<file path="src/rtl/grn_node_bank.sv">
// Bank of gene-regulatory-network nodes: current state s0 steps from an external next-state vector
// at a programmable period (synchronous or round-robin), with snapshot s1, step count and fixed-point flag.
module grn_node_bank #(
  parameter int N_NODES  = 8,
  parameter int PERIOD_W = 4,
  parameter int STEP_W   = 16,
  parameter int MODE     = 0
) (
  input  logic                clk_i,
  input  logic                rst_i,
  input  logic                reset_nos_i,
  input  logic [N_NODES-1:0]  init_state_i,
  input  logic [N_NODES-1:0]  next_state_i,
  input  logic [PERIOD_W-1:0] period_i,
  input  logic                start_s0_i,
  input  logic                start_s1_i,
  output logic [N_NODES-1:0]  s0_o,
  output logic [N_NODES-1:0]  s1_o,
  output logic [STEP_W-1:0]   step_cnt_o,
  output logic                fixed_point_o
);

  localparam int RR_W = (N_NODES > 1) ? $clog2(N_NODES) : 1;
  localparam int SC_W = $clog2(N_NODES + 1);

  logic [N_NODES-1:0]  s0_q, s0_d;
  logic [N_NODES-1:0]  s1_q, s1_d;
  logic [PERIOD_W-1:0] phase_q, phase_d;
  logic [RR_W-1:0]     rr_q, rr_d;
  logic [SC_W-1:0]     stable_q, stable_d;
  logic [STEP_W-1:0]   step_q, step_d;
  logic                fp_q, fp_d;
  logic [PERIOD_W-1:0] period_eff;
  logic                do_update;

  assign period_eff = (period_i == '0) ? PERIOD_W'(1) : period_i;

  always_comb begin
    s0_d      = s0_q;
    s1_d      = s1_q;
    phase_d   = phase_q;
    rr_d      = rr_q;
    stable_d  = stable_q;
    step_d    = step_q;
    fp_d      = fp_q;
    do_update = 1'b0;

    if (reset_nos_i) begin
      s0_d     = init_state_i;
      s1_d     = init_state_i;
      phase_d  = '0;
      rr_d     = '0;
      stable_d = '0;
      step_d   = '0;
      fp_d     = 1'b0;
    end else begin
      // s1 always captures the pre-step value of s0
      if (start_s1_i) s1_d = s0_q;

      if (start_s0_i) begin
        if (phase_q == '0) begin
          do_update = 1'b1;
          phase_d   = period_eff - PERIOD_W'(1);
        end else begin
          phase_d = phase_q - PERIOD_W'(1);
        end
      end

      if (do_update) begin
        if (step_q != '1) step_d = step_q + 1'b1;

        if (MODE == 0) begin
          s0_d = next_state_i;
          fp_d = (next_state_i == s0_q);
        end else begin
          s0_d[rr_q] = next_state_i[rr_q];
          rr_d       = (rr_q == RR_W'(N_NODES - 1)) ? '0 : rr_q + 1'b1;
          if (next_state_i[rr_q] == s0_q[rr_q]) begin
            stable_d = (stable_q == SC_W'(N_NODES)) ? stable_q : stable_q + 1'b1;
          end else begin
            stable_d = '0;
          end
          fp_d = (stable_d == SC_W'(N_NODES));
        end
      end
    end
  end

  always_ff @(posedge clk_i or negedge rst_i) begin
    if (!rst_i) begin
      s0_q     <= '0;
      s1_q     <= '0;
      phase_q  <= '0;
      rr_q     <= '0;
      stable_q <= '0;
      step_q   <= '0;
      fp_q     <= 1'b0;
    end else begin
      s0_q     <= s0_d;
      s1_q     <= s1_d;
      phase_q  <= phase_d;
      rr_q     <= rr_d;
      stable_q <= stable_d;
      step_q   <= step_d;
      fp_q     <= fp_d;
    end
  end

  assign s0_o          = s0_q;
  assign s1_o          = s1_q;
  assign step_cnt_o    = step_q;
  assign fixed_point_o = fp_q;

endmodule

</file>
<file path="config.mk">
export PLATFORM = sky130hd
export DESIGN_NAME = grn_node_bank
export DESIGN_NICKNAME = d
export VERILOG_FILES = /design/src/rtl/grn_node_bank.sv
export SDC_FILE = /design/constraint.sdc
export NUM_CORES = 1
export LEC_CHECK = 0
export ABC_AREA = 1
export BUFFER_PORTS_ARGS = -buffer_cell sky130_fd_sc_hd__buf_2
export CAP_MARGIN = 10
export CORE_MARGIN = 1.5
export CORE_UTILIZATION = 45
export DETAILED_ROUTE_END_ITERATION = 7
export PLACE_DENSITY = 0.8
export SLEW_MARGIN = 10
export SYNTH_ARGS = -nofsm -noshare
export SYNTH_HDL_FRONTEND = slang
export SYNTH_SLANG_ARGS = --single-unit
</file>
<file path="constraint.sdc">
create_clock -name clk_i -period 1.55 [get_ports clk_i]
set_input_delay 0.0775 -clock clk_i [delete_from_list [all_inputs] [get_ports clk_i]]
set_output_delay 0.0775 -clock clk_i [all_outputs]
set_load 0.01 [all_outputs]
</file>
==> impl_metrics.py, run 1 <==
metrics = {
    "floorplanning": {
        "dieHeight_um": 73.43,
        "die_w_um": 73.43,
        "rows": 25,
        "die_area_mm2": 0.005392,
        "start_util": 0.4695,
        "core_area_mm2": 0.004755,
        "ios": 58,
    },
    "global_routing": {
        "grt_usage": 0.2194,
        "grt_pass1_vias": 2119,
        "antenna_found_initial": 0,
        "grt_max_degree": 21,
        "grt_overflow_total": 0,
        "grt_pass1_wl_um": 9218,
    },
    "clock_network": {
        "clkLatencyLatePin_ps": 290,
        "cts.path.max_buffers": 2,
        "root_buffer": "clkbuf_8",
        "htree_levels": 2,
        "cts_tree": "yes",
        "cts_inserted_buffers": 5,
        "cts_num_sinks": 37,
        "clk_pin_slew_ps": 80,
    },
    "place": {
        "pre_cts_ws_ps": 34.99,
        "io_buffers": 57,
        "post-dp-hpwl_um": 4163,
        "routabilityCongestion": 0.8821,
    },
    "detailed_routing": {
        "drt-initial-drc-count": 120,
        "dr.pass1.iters": 4,
        "wirelength_um": 5727,
        "num_vias": 2296,
        "post_drt_wl_per_cell_um": 12.56,
        "drc": 0,
        "ant_nets": 0,
        "routed_via_density": 5.035,
    },
    "hold_path": {
        "whs_path_depth": 3,
        "min_from": "init_state_i[1]",
        "hold_path_end": "s1_o[1]",
        "hold_class": "input pin to register",
    },
    "timing": {
        "setup_slack_ps": -0.08016,
        "tns_ps": -0.08016,
        "timing.fmax_ghz": 0.6451,
        "setup_viol": 1,
        "grt_setup_unrepaired": "yes",
        "holdWs_ps": 31.20,
        "slew_headroom": 0.7080,
        "hold_viol_final": 0,
        "fin_crit_sh": 1.000,
        "slew_viol_final": 0,
        "worstMarginPinSlew_ps": 438.0,
        "fin_skew_ps": 3.652,
        "min_period_ps": 1550,
    },
    "yosys": {
        "synth-edff-count": 0,
        "synth-main-ff-cell": "dfrtp_1",
        "syn_nets": 334,
        "synth_area_mm2": 0.002232,
        "synth-seq-cells": 37,
        "avgSynthCellArea_um2": 7.247,
        "seq_area_frac_synth": 0.4148,
        "synthArstFlopShare": 1.000,
        "yosys.cell_types.count": 27,
        "yosys_warnings": 0,
        "synthCells": 308,
    },
    "power_and_ir_drop": {
        "total_power_w": 0.003275,
        "ir_drop_mv": 0.6380,
        "p_leak_nw": 1.577,
        "powerDensity_mw_per_mm2": 1124,
    },
    "cells_and_area": {
        "finalNetCount": 414,
        "drive_gt1_frac": 0.3033,
        "final_util": 0.6129,
        "diodes": 0,
        "area.growth.synth_to_final_pct": 30.55,
    },
    "setup_path": {
        "worstPathMaxFanout": 8,
        "max_stage_delay_ps": 460,
        "path_cells": "nand2_2 -> nor2_8 -> nand2_4 -> nor2_4 -> nand3_2 -> nand2_4 -> clkbuf_16 -> nand2_2 -> o21ai_2",
        "worst_ep_required_time_ps": 1770,
        "path_class": "register to register",
        "cp-end-kind": "register",
        "crit_slowest_cell": "dfrtp_1",
        "r2r_slack_ps": -0.08,
        "crit_path_start_kind": "register",
        "startpoint": "step_cnt_o[4]",
        "arrival_ps": 1770,
        "reg2reg_depth": 9,
        "r2r_start": "step_cnt_o[4]",
        "r2r_end": "step_cnt_o[10]",
    },
    "outcome": {
        "status": "complete, but fails checks",
        "violations": "negative setup slack",
    },
    "job": {
        "cap_violations": 0,
    },
}
## worst max-delay path: cells and delay by family (launching register included)
kind | cells | cell delay (ps)
simple gates | 7 | 800
flops | 1 | 460
buf+inv | 1 | 180
compound gates | 1 | 50
## how the worst max path moves through the flow
stage	to	slack, ps	cells past startpoint
after floorplan	step_cnt_o[5]	8	10
after global placement	step_cnt_o[15]	100	9
after detailed placement	step_cnt_o[15]	30	9
after CTS	step_cnt_o[15]	10	9
after global routing	step_cnt_o[0]	-90	9
final	step_cnt_o[10]	-0.08	9
## sequential cells by signal, indices dropped and copies added, names as in the netlist
| register | flops |
|---|---|
| step_cnt_o | 16 |
| s0_o | 8 |
| fixed_point_o | 1 |
| phase_q | 4 |
| s1_o | 8 |
## cell families (layout without fill, tap and decap cells)
| family | after synthesis | count (layout) | share of synthesized area |
|---|---|---|---|
| adder cells (fa/ha/maj) | 1 | 1 | 0.005604 |
| AND/OR/NAND/NOR | 190 | 190 | 0.3806 |
| XOR/XNOR | 4 | 4 | 0.01570 |
| flip-flops | 37 | 37 | 0.4148 |
| buffers and inverters | 43 | 124 | 0.08576 |
| AO/OA/AOI/OAI | 33 | 33 | 0.09753 |
## final cells by class
cell class / count / area (um2)
fill: 446 / 1841
multi-input combinational: 228 / 1142
tap: 67 / 83.83
inverter: 35 / 131.4
timing repair buffer: 81 / 510.5
clock buffer: 6 / 82.58
sequential: 37 / 925.9
clock inverter: 2 / 37.54
## cell usage after synthesis, drive strengths merged, types with 3 or more instances
library cell | number | area [um2]
nor3 | 3 | 15.01
nor2 | 38 | 168.9
nand3 | 34 | 175.2
nand2 | 105 | 426.7
clkbuf | 4 | 15.01
inv | 35 | 131.4
nand4 | 7 | 43.79
buf | 4 | 45.04
o21bai | 3 | 22.52
dfrtp | 37 | 925.9
xor2 | 3 | 26.28
a31oi | 6 | 37.54
o21ai | 22 | 147.6
## stage by stage
stage | std cells | cell area, um2
after global routing | 456 | 2914
after CTS | 452 | 2839
after global placement | 443 | 2709
after floorplan | 308 | 2232
after detailed placement | 443 | 2709
final | 456 | 2914
## repair_timing
action | in CTS | in global routing
endpoints found under the hold margin | 18 | 0
buffers inserted | 0 | 3
setup endpoints to repair | 0 | 21
resized for setup | 0 | 11
hold buffers | 1 | 0
## power breakdown
part           switching [W]  internal, W
Clock               0.000349     0.000523
Sequential          0.000129      0.00112
Combinational       0.000670     0.000483
## layout by cell type, fill, tap and decap left out, types with 2 or more instances in the layout
cell type and count:
buf_12 2, or2_2 2, clkbuf_8 6, inv_1 35
o21ai_2 10, nand2_2 9, nand2_4 4, buf_2 57
nand3_1 33, nor2_1 35, buf_4 20, a21oi_1 2
nor3_1 3, o21ai_1 2, nand4_1 7, a31oi_1 6
nor2_4 2, xor2_1 3, o21bai_1 3, nand2_1 92
dfrtp_1 37, o21ai_0 10
## metal layers
metal | track usage | share of wire | vias up
met3 | 0.04252 | 0.035 | 7
li1 | - | - | 1146
met4 | 0.07819 | 0.014 | 0
met5 | 0 | 0 | -
met1 | 0.2749 | 0.45 | 1092
met2 | 0.3768 | 0.50 | 51
No activity file was read; power rests on OpenSTA's default activity.
==> run 2, diff against run 1 <==
--- a/config.mk
+++ b/config.mk
@@ -12,6 +12,8 @@
 export CORE_UTILIZATION = 45
 export DETAILED_ROUTE_END_ITERATION = 7
 export PLACE_DENSITY = 0.8
+export RECOVER_POWER = 100
+export SKIP_LAST_GASP = 1
 export SLEW_MARGIN = 10
 export SYNTH_ARGS = -nofsm -noshare
 export SYNTH_HDL_FRONTEND = slang
==> impl_metrics.py, run 2 (same netlist as run 1, synthesis figures left out) <==
metrics = {
    "timing": {
        "worstMarginPinSlew_ps": 1039,
        "slew_viol_final": 0,
        "fin_skew_ps": 4.231,
        "timing.fmax_ghz": 0.6442,
        "min_period_ps": 1552,
        "grt_setup_unrepaired": "yes",
        "hold_viol_final": 0,
        "setup_slack_ps": -2.430,
        "setup_viol": 1,
        "slew_headroom": 0.3074,
        "fin_crit_sh": 1.002,
    },
    "cells_and_area": {
        "final_util": 0.6024,
        "mostFrequentLayoutCell": "nand2_1",
        "finalNetCount": 414,
        "multi_input_area_mm2": 0.001135,
        "stdcell_count": 456,
        "area.growth.synth_to_final_pct": 28.31,
        "fillerInstances": 460,
        "drive_gt1_frac": 0.2288,
        "seqCellArea_um2": 925.9,
        "mostFrequentLayoutCells": "95 x nand2_1, 37 x dfrtp_1, 35 x inv_1, 35 x nor2_1, 34 x buf_2",
        "diodes": 0,
        "largest_register_ff_count": 16,
    },
    "global_routing": {
        "grt_usage": 0.2194,
        "grt_overflow_total": 0,
        "grt_max_degree": 21,
        "grt_pass1_wl_um": 9218,
        "antenna_found_initial": 0,
        "grt_pass1_vias": 2119,
    },
    "clock_network": {
        "htree_levels": 2,
        "cts_tree": "yes",
        "cts.path.max_buffers": 2,
        "cts_inserted_buffers": 5,
        "clk_pin_slew_ps": 80,
        "cts_num_sinks": 37,
        "clkLatencyLatePin_ps": 290,
        "root_buffer": "clkbuf_8",
    },
    "detailed_routing": {
        "post_drt_wl_per_cell_um": 12.57,
        "ant_nets": 0,
        "routed_via_density": 4.950,
        "dr.pass1.iters": 4,
        "wirelength_um": 5730,
        "drt-initial-drc-count": 115,
        "num_vias": 2257,
        "drc": 0,
    },
    "power_and_ir_drop": {
        "ir_drop_mv": 0.6380,
        "sw_frac_of_total": 0.3535,
        "internal_power_w": 0.002098,
        "pwr-share-comb": 0.345,
        "powerDensity_mw_per_mm2": 1133,
        "seqPwrFrac": 0.386,
        "power_switching_w": 0.001147,
        "p_leak_nw": 1.487,
        "clkPwrFrac": 0.269,
    },
    "setup_path": {
        "r2r_start": "step_cnt_o[4]",
        "path_cells": "nand2_2 -> nor2_8 -> nand2_4 -> nor2_4 -> nand3_2 -> nand2_4 -> clkbuf_16 -> nand2_2 -> o21ai_2",
        "worst_ep_required_time_ps": 1770,
        "path_class": "register to register",
        "critPathBufInv": 1,
        "crit_slowest_cell": "dfrtp_1",
        "max_stage_delay_ps": 460,
        "arrival_ps": 1780,
        "crit_path_start_kind": "register",
        "cp_num_cells": 9,
        "reg2reg_depth": 9,
        "crit_family": "simple AND/OR/NAND/NOR gates",
        "cp-end-kind": "register",
        "worstPathMaxFanout": 8,
        "startpoint": "step_cnt_o[4]",
    },
    "outcome": {
        "status": "complete, but fails checks",
        "violations": "negative setup slack",
    },
    "place": {
        "pre_cts_ws_ps": 34.99,
        "dpl.cell_count": 443,
        "routabilityCongestion": 0.8821,
        "io_buffers": 57,
        "post-dp-hpwl_um": 4163,
    },
    "floorplanning": {
        "rows": 25,
        "start_util": 0.4695,
        "dieHeight_um": 73.43,
        "core_area_mm2": 0.004755,
        "die_w_um": 73.43,
        "ios": 58,
        "die_area_mm2": 0.005392,
    },
    "hold_path": {
        "whs_path_depth": 3,
        "min_from": "init_state_i[1]",
        "hold_class": "input pin to register",
    },
    "job": {
        "cap_violations": 0,
    },
}
run 2: cell count changes in the layout (fill, tap and decap cells not counted), moves of 3 or more:
cell and change:
nand2_2 -3, buf_2 -23, clkbuf_1 +26, buf_4 -4
nand2_1 +3
run 2: repair_timing:
item	CTS	global route
hold endpoints to repair	18	0
hold buffers	1	0
gates resized for setup	0	7
endpoints found under the setup margin	0	21
setup buffers	0	3
run 2: per-stage QoR:
| stage | power (W) | TNS, ps | instance area [um2] | hold WS, ps |
|---|---|---|---|---|
| after detailed placement | 0.002368 | 0 | 2709 | 47.64 |
| after global placement | 0.002325 | 0 | 2709 | 44.35 |
| after CTS | 0.003241 | 0 | 2839 | 26.41 |
| after global routing | 0.003479 | -1160 | 2864 | 31.81 |
| final | 0.003246 | -2.430 | 2864 | 30.86 |
| after floorplan | 0.001963 | 0 | 2232 | -218.1 |
run 2: layout make-up:
cell class | count | share of cell area
multi-input combinational | 228 | 0.3962
clock inverter | 2 | 0.01311
clock buffer | 6 | 0.02883
sequential | 37 | 0.3233
tap | 67 | 0.02927
timing repair buffer | 81 | 0.1634
inverter | 35 | 0.04587
run 2: worst register-to-register path: cells and delay by family, from the launching register on:
family | cells | cell delay (ps)
simple gates | 7 | 800
compound gates | 1 | 50
buf+inv | 1 | 180
flops | 1 | 460
run 2: power by group through the flow:
stage	clock, W	sequential (W)	combinational (W)
after floorplan	0	0.00132	0.000644
after global placement	0	0.00126	0.00106
after detailed placement	0	0.00127	0.00110
after CTS	0.000884	0.00125	0.00111
after global routing	0.000928	0.00128	0.00127
final	0.000873	0.00125	0.00112
run 2: routing by layer:
layer  vias up  wire length (um)  global-route usage
met2        56              2888              0.3768
met4         0                59             0.07819
met3         4               262             0.04252
met5         -                 0                   0
li1       1146                 -                   -
met1      1051              2519              0.2749
run 2: path summary, 6_finish.rpt:
kind | slack (ps) | to
worst max register to register | -2 | step_cnt_o[10]
max in group asynchronous | 240 | phase_q[1]
min in group asynchronous | 490 | step_cnt_o[10]
worst min register to register | 500 | s1_o[1]
worst min-delay path | 30 | s1_o[1]
worst max-delay path | -2 | step_cnt_o[10]
